### config.mk
export PLATFORM = sky130hd
export DESIGN_NAME = laby5_sweep_ctrl
export DESIGN_NICKNAME = d
export VERILOG_FILES = /design/src/rtl/laby5_sweep_ctrl.sv
export SDC_FILE = /design/constraint.sdc
export NUM_CORES = 1
export LEC_CHECK = 0
export CORE_ASPECT_RATIO = 2
export CORE_MARGIN = 2
export CORE_UTILIZATION = 30
export CTS_BUF_LIST = sky130_fd_sc_hd__clkbuf_8
export CTS_CLUSTER_SIZE = 10
export DETAILED_ROUTE_END_ITERATION = 8
export GPL_TIMING_DRIVEN = 0
export HOLD_SLACK_MARGIN = 0.02
export MAX_ROUTING_LAYER = met4
export SYNTH_ARGS = -nofsm -noshare
export SYNTH_HDL_FRONTEND = slang
export SYNTH_SLANG_ARGS = --single-unit
### constraint.sdc
create_clock -name i_clk -period 2.8 [get_ports i_clk]
set_input_delay 0.56 -clock i_clk [delete_from_list [all_inputs] [get_ports i_clk]]
set_output_delay 0.56 -clock i_clk [all_outputs]
set_load 0.01 [all_outputs]
### src/rtl/laby5_sweep_ctrl.sv
// laby5_sweep_ctrl: walks all eight {a,b,vin} codes into the Laby5 stage and
// captures its o_vout/o_d responses into per-code 8-bit maps.
module laby5_sweep_ctrl #(
    parameter int DWELL = 4
) (
    input  logic       i_clk,
    input  logic       i_rst_n,
    input  logic       i_start,
    input  logic       i_abort,
    input  logic       i_vout,
    input  logic       i_d,
    output logic       o_vin,
    output logic       o_b,
    output logic       o_a,
    output logic       o_busy,
    output logic       o_done,
    output logic [7:0] o_vout_map,
    output logic [7:0] o_d_map
);
    typedef enum logic [1:0] {IDLE, DRIVE, DONE} state_t;
    state_t     r_state;
    logic [2:0] r_k;
    logic [7:0] r_t;
    logic [2:0] r_drv;
    logic       w_last;
    assign w_last = (r_t == 8'(DWELL - 1));
    assign {o_a, o_b, o_vin} = r_drv;
    always_ff @(posedge i_clk or negedge i_rst_n) begin
        if (!i_rst_n) begin
            r_state    <= IDLE;
            r_k        <= 3'd0;
            r_t        <= 8'd0;
            r_drv      <= 3'd0;
            o_busy     <= 1'b0;
            o_done     <= 1'b0;
            o_vout_map <= 8'h00;
            o_d_map    <= 8'h00;
        end else begin
            o_done <= 1'b0;
            case (r_state)
                IDLE: if (i_start && !i_abort) begin
                    r_state    <= DRIVE;
                    r_k        <= 3'd0;
                    r_t        <= 8'd0;
                    r_drv      <= 3'd0;
                    o_busy     <= 1'b1;
                    o_vout_map <= 8'h00;
                    o_d_map    <= 8'h00;
                end
                DRIVE: if (i_abort) begin
                    r_state <= IDLE;
                    r_k     <= 3'd0;
                    r_t     <= 8'd0;
                    r_drv   <= 3'd0;
                    o_busy  <= 1'b0;
                end else if (w_last) begin
                    // last dwell cycle: the stage has settled, capture its response
                    o_vout_map[r_k] <= i_vout;
                    o_d_map[r_k]    <= i_d;
                    r_t             <= 8'd0;
                    if (r_k == 3'd7) begin
                        r_state <= DONE;
                        r_k     <= 3'd0;
                        r_drv   <= 3'd0;
                        o_busy  <= 1'b0;
                        o_done  <= 1'b1;
                    end else begin
                        r_k   <= r_k + 3'd1;
                        r_drv <= r_k + 3'd1;
                    end
                end else begin
                    r_t <= r_t + 8'd1;
                end
                default: r_state <= IDLE;
            endcase
        end
    end
endmodule

## After elaboration in Yosys (flattened, before gate mapping)

Index checks and enable logic that the tools add are counted.

| storage, ports and cells | value |
|---|---|
| bits in registers | 31 |
| bits in latches | 0 |
| bits in writable memories | 0 |
| memory bits (read-only) | 0 |
| output and inout bits | 21 |
| logic and storage cells | 62 |
| memories kept | 0 |

| cells by class | value |
|---|---|
| add/sub/neg operators | 2 |
| multipliers | 0 |
| divide/modulo/power cells | 0 |
| $lt $le $gt $ge | 2 |
| equal/unequal tests | 8 |
| shift operators | 0 |
| mux-type cells | 33 |
| bitwise gates (word level) | 0 |
| reduce and logical (&&, ||, !) cells | 10 |

Operators with widths:

| cell | number |
|---|---|
| $mux W8 | 7 |
| $pmux W8 S2 | 3 |
| $bwmux W8 | 2 |
| $mux W3 | 4 |
| $mux W1 | 9 |
| $add A8 B1 Y8 const B | 1 |
| $eq A8 B2 Y1 const B | 1 |
| $mux W2 | 4 |
| $reduce_and A4 Y1 | 2 |
| $ne A2 B2 Y1 const B | 3 |
| $ne A3 B3 Y1 const B | 2 |
| $pmux W3 S2 | 1 |
| $reduce_and A3 Y1 | 2 |
| $lt A3 B4 Y1 const B | 1 |
| $pmux W2 S2 | 1 |
| $add A3 B1 Y3 const B | 1 |
| $demux W1 S3 | 1 |
| $eq A3 B3 Y1 const B | 1 |
| $ge A3 B1 Y1 const B | 1 |
| $eq A2 B1 Y1 const B | 1 |
| $logic_and A1 B1 Y1 | 2 |
| $logic_not A2 Y1 | 1 |
| $pmux W1 S2 | 1 |
| $reduce_and A2 Y1 | 1 |
| 2 further kinds | 2 |

## Depth between registers and ports, before layout

| logic depth | value |
|---|---|
| depth in word-level cells | 8 |
| gate-level depth with buffers | 5 |
| mapped depth without buffers | 5 |

## Worst setup path after synthesis

Ideal clock, no wire load.

| path | value |
|---|---|
| path type | input-to-reg |
| start | input port i_start |
| end | register r_drv[0] |
| library setup time | 0.127 ns |
| arrival | 1.713 ns |
| required time | 2.673 ns |
| setup slack | 0.960 ns |
| stages | 4 |
| buffers on the path | 0 |
| cell sequence | nor2b_1 o21bai_1 nor2_1 mux2_1 |

| between the ends | value |
|---|---|
| longest elaborated chain between the ends | 3 |

Ends and longest elaborated chain:

| item | line | RTL |
|---|---|---|
| start, declared | 8 | `input logic i_start,` |
| $logic_and A1 B1 Y1 | 41 | `IDLE: if (i_start && !i_abort) begin` |
| $ne A2 B2 Y1 (no line) | - |  |
| $reduce_and A3 Y1 (no line) | - |  |
| end signal, assigned | 69 | `r_drv <= r_k + 3'd1;` |
| end, declared | 24 | `logic [2:0] r_drv;` |

No other way between the ends.
A chain may end at the register's enable or synchronous reset.

## Final worst setup path

| path | value |
|---|---|
| start | input port i_abort |
| end | register r_drv[0] |

| between the ends | value |
|---|---|
| longest elaborated chain between the ends | 4 |

Ends and longest elaborated chain:

| item | line | RTL |
|---|---|---|
| start, declared | 9 | `input logic i_abort,` |
| $logic_not A1 Y1 | 41 |  |
| $logic_and A1 B1 Y1 | 41 |  |
| $ne A2 B2 Y1 (no line) | - |  |
| $reduce_and A3 Y1 (no line) | - |  |

Several ways; a longest one is shown, not always the timed one.

==> impl_metrics.toml <==
[global_route]
gr-usage-met3_pct = 2.57
antenna_found_initial = 0
grt_usage_pct = 13.6
grt_pass1_vias = 1127
grt_pass1_wl_mm = 5.60
grt-ovfl-total = 0
use_met2_pct = 22.1
met1_usage_pct = 15.6
grt_max_degree = 32
grt-busiest-layer = "met2"

[timing]
whs_ps = 315
period_share_pct = 87.5
tns_ps = 0
finalHoldViolations = 0
slew_headroom_pct = 43.1
setup-violations-final = 0
clock_skew_ps = 11.2
layout_setup_ws_ps = 351
rsz0062_at_grt = "false"
period_minus_slack_ps = 2450
worst_slew_pin_slew_ps = 851
max_freq_mhz = 408
slew_violations = 0

[logic_synthesis]
avgSynthCellArea_um2 = 12.1
synth_edf_count = 0
synth_seq_cells = 31
synth_flop_cell = "dfrtp_1"
synth_top_area_share_pct = 50.5
yosysTopAreaCell = "dfrtp_1"
yosys_warnings = 0
ys_seq_area_share_pct = 50.5
synthesis.nets = 136
synth_commonest_cells = "dfrtp_1 (31), nor2b_1 (18), mux2_2 (11), nor2_1 (11), mux2_1 (7)"
syn_area_um2 = 1540
synth.distinct_cells = 30
async_reset_ff_share_pct = 100
synth_most_common_cell = "dfrtp_1"
yosys-top-cells-area = "dfrtp_1 (51%), mux2_2 (8.1%), nor2b_1 (7.3%), mux2_1 (5.1%), xor2_1 (3.4%)"
synthCells = 127

[power]
cellPowerDensity_nw_per_um2 = 640
ir_drop_v = 0.000449
power_uw = 1270
p_leak_uw = 0.000910

[routing]
routedWlPerCell_um = 14.9
drt_iter0_drc = 9
first_pass_iters = 4
antenna_left = 0
drt-vias-per-instance = 4.99
detail_route.wirelength_mm = 3.24
remaining_drc_errors = 0
vias = 1088

[layout]
n_fill_cell = 489
drive_above_1_share_pct = 17.4
fin_util_pct = 40.3
areaGrowthSynthToFinish_pct = 28.9
diodes = 0
nets = 169

[die]
top_level_ports = 27
die_w_um = 54.6
core-area_um2 = 4910
start_util_pct = 31.3
dieArea_um2 = 5740
die_y_um = 105
placementRows = 36

[place]
dp_slack_ps = 53.6
numPortBuffers = 26
dpl.hpwl_mm = 2.43
place.gp.congestion = 0.770

[worst_setup_path]
path_class = "input pin to flip-flop"
critPathMaxFanout = 8
start_kind = "input pin"
cp.required_ps = 2960
crit_path_end_kind = "flip-flop"
crit_arrival_ps = 2610

[cts]
clk_latency_ps = 280
cts_inserted_buffers = 5
clkSinkCount = 31
cts_hold_buffers = 0
cts_tree = "yes"
post_cts_buffers = 0
cts_root_buf = "clkbuf_8"
cts-htree-levels = 2
cts_resized = 0
clockBufferDepth = 2
clk_pin_slew_ps = 70

[status]
outcome = "completed"

[hold_path]
hold_class = "input pin to async pin"

[job]
maxCapViolCount = 0
==> routing by layer <==
layer	share of wire, %	wire length, µm
met4	1.8	57
met3	2.6	84
met5	0	0
met2	56	1820
met1	39	1280
==> per-stage QoR <==
step                      area [µm²]  instances
after detailed placement        1870        210
after global routing            1980        218
final                           1980        218
after floorplan                 1540        127
after global placement          1870        210
after CTS                       1980        218
==> cells by family after synthesis <==
logic type / after synthesis / share of synthesized area, %
AND/OR/NAND/NOR: 53 / 22.9
flip-flops: 31 / 50.5
multiplexers: 18 / 13.2
AO/OA/AOI/OAI: 14 / 6.68
XOR/XNOR: 6 / 3.42
adder cells (fa/ha/maj): 3 / 2.45
buffers and inverters: 2 / 0.815
==> power breakdown <==
group | leakage, µW | switching (µW) | internal, µW
logic | 0.000422 | 140 | 128
clock network | 0.0000612 | 163 | 288
registers | 0.000427 | 52.2 | 496
total | 0.000910 | 356 | 912
==> placed cells by master, fill, tap and decap left out <==
| master | n |
|---|---|
| o2111ai_1 | 4 |
| nand2_1 | 3 |
| nor2b_1 | 18 |
| or3b_1 | 1 |
| nand4_1 | 1 |
| o21bai_1 | 1 |
| dfrtp_1 | 31 |
| xor2_1 | 6 |
| a21oi_2 | 1 |
| nand3_2 | 1 |
| and4b_1 | 1 |
| ha_1 | 3 |
| buf_2 | 2 |
| or3_1 | 3 |
| and3_1 | 1 |
| clkbuf_8 | 6 |
| buf_4 | 1 |
| clkinv_2 | 1 |
| nor3b_2 | 1 |
| or4_1 | 1 |
| o21ai_0 | 4 |
| bufinv_16 | 1 |
| nor3_1 | 3 |
| nor4b_2 | 1 |
| o31ai_1 | 3 |
| and4_1 | 2 |
| mux2_1 | 7 |
| nor2_1 | 11 |
| nor3b_4 | 1 |
| a22o_1 | 1 |
| nand2b_1 | 3 |
| nor4_4 | 1 |
| mux2_2 | 11 |
| clkdlybuf4s50_1 | 25 |
==> registers in the layout, indices dropped and copies added (netlist names) <==
name	flops
o_done	1
r_drv	3
o_busy	1
o_vout_map	8
r_state	2
r_t	8
o_d_map	8
==> final timing paths <==
path	start	to	slack, ps	depth (start not counted)
setup reg to reg	r_state[1]	o_d_map[7]	740	4
setup / recovery	i_abort	r_drv[0]	350	5
max in group asynchronous	i_rst_n	o_done	2030	1
hold reg to reg	o_busy	o_busy	530	2
hold / removal	i_rst_n	o_d_map[5]	320	1
min in group i_clk	o_busy	o_busy	530	2
==> worst max-delay path: stages <==
cell,delay [ps]
clkdlybuf4s50_1,520
nor2b_1,420
o21bai_1,270
nor2_1,470
mux2_1,370
==> final cells by class <==
cell class	count	area (µm²)	area share [%]
Tap cell	57	71.3	3.60
Buffer	2	12.5	0.632
Sequential cell	31	776	39.2
Clock buffer	6	82.6	4.17
Clock inverter	2	35.0	1.77
Timing Repair Buffer	26	255	12.9
Multi-Input combinational cell	94	747	37.7
Power figures use the tool's default switching activity.
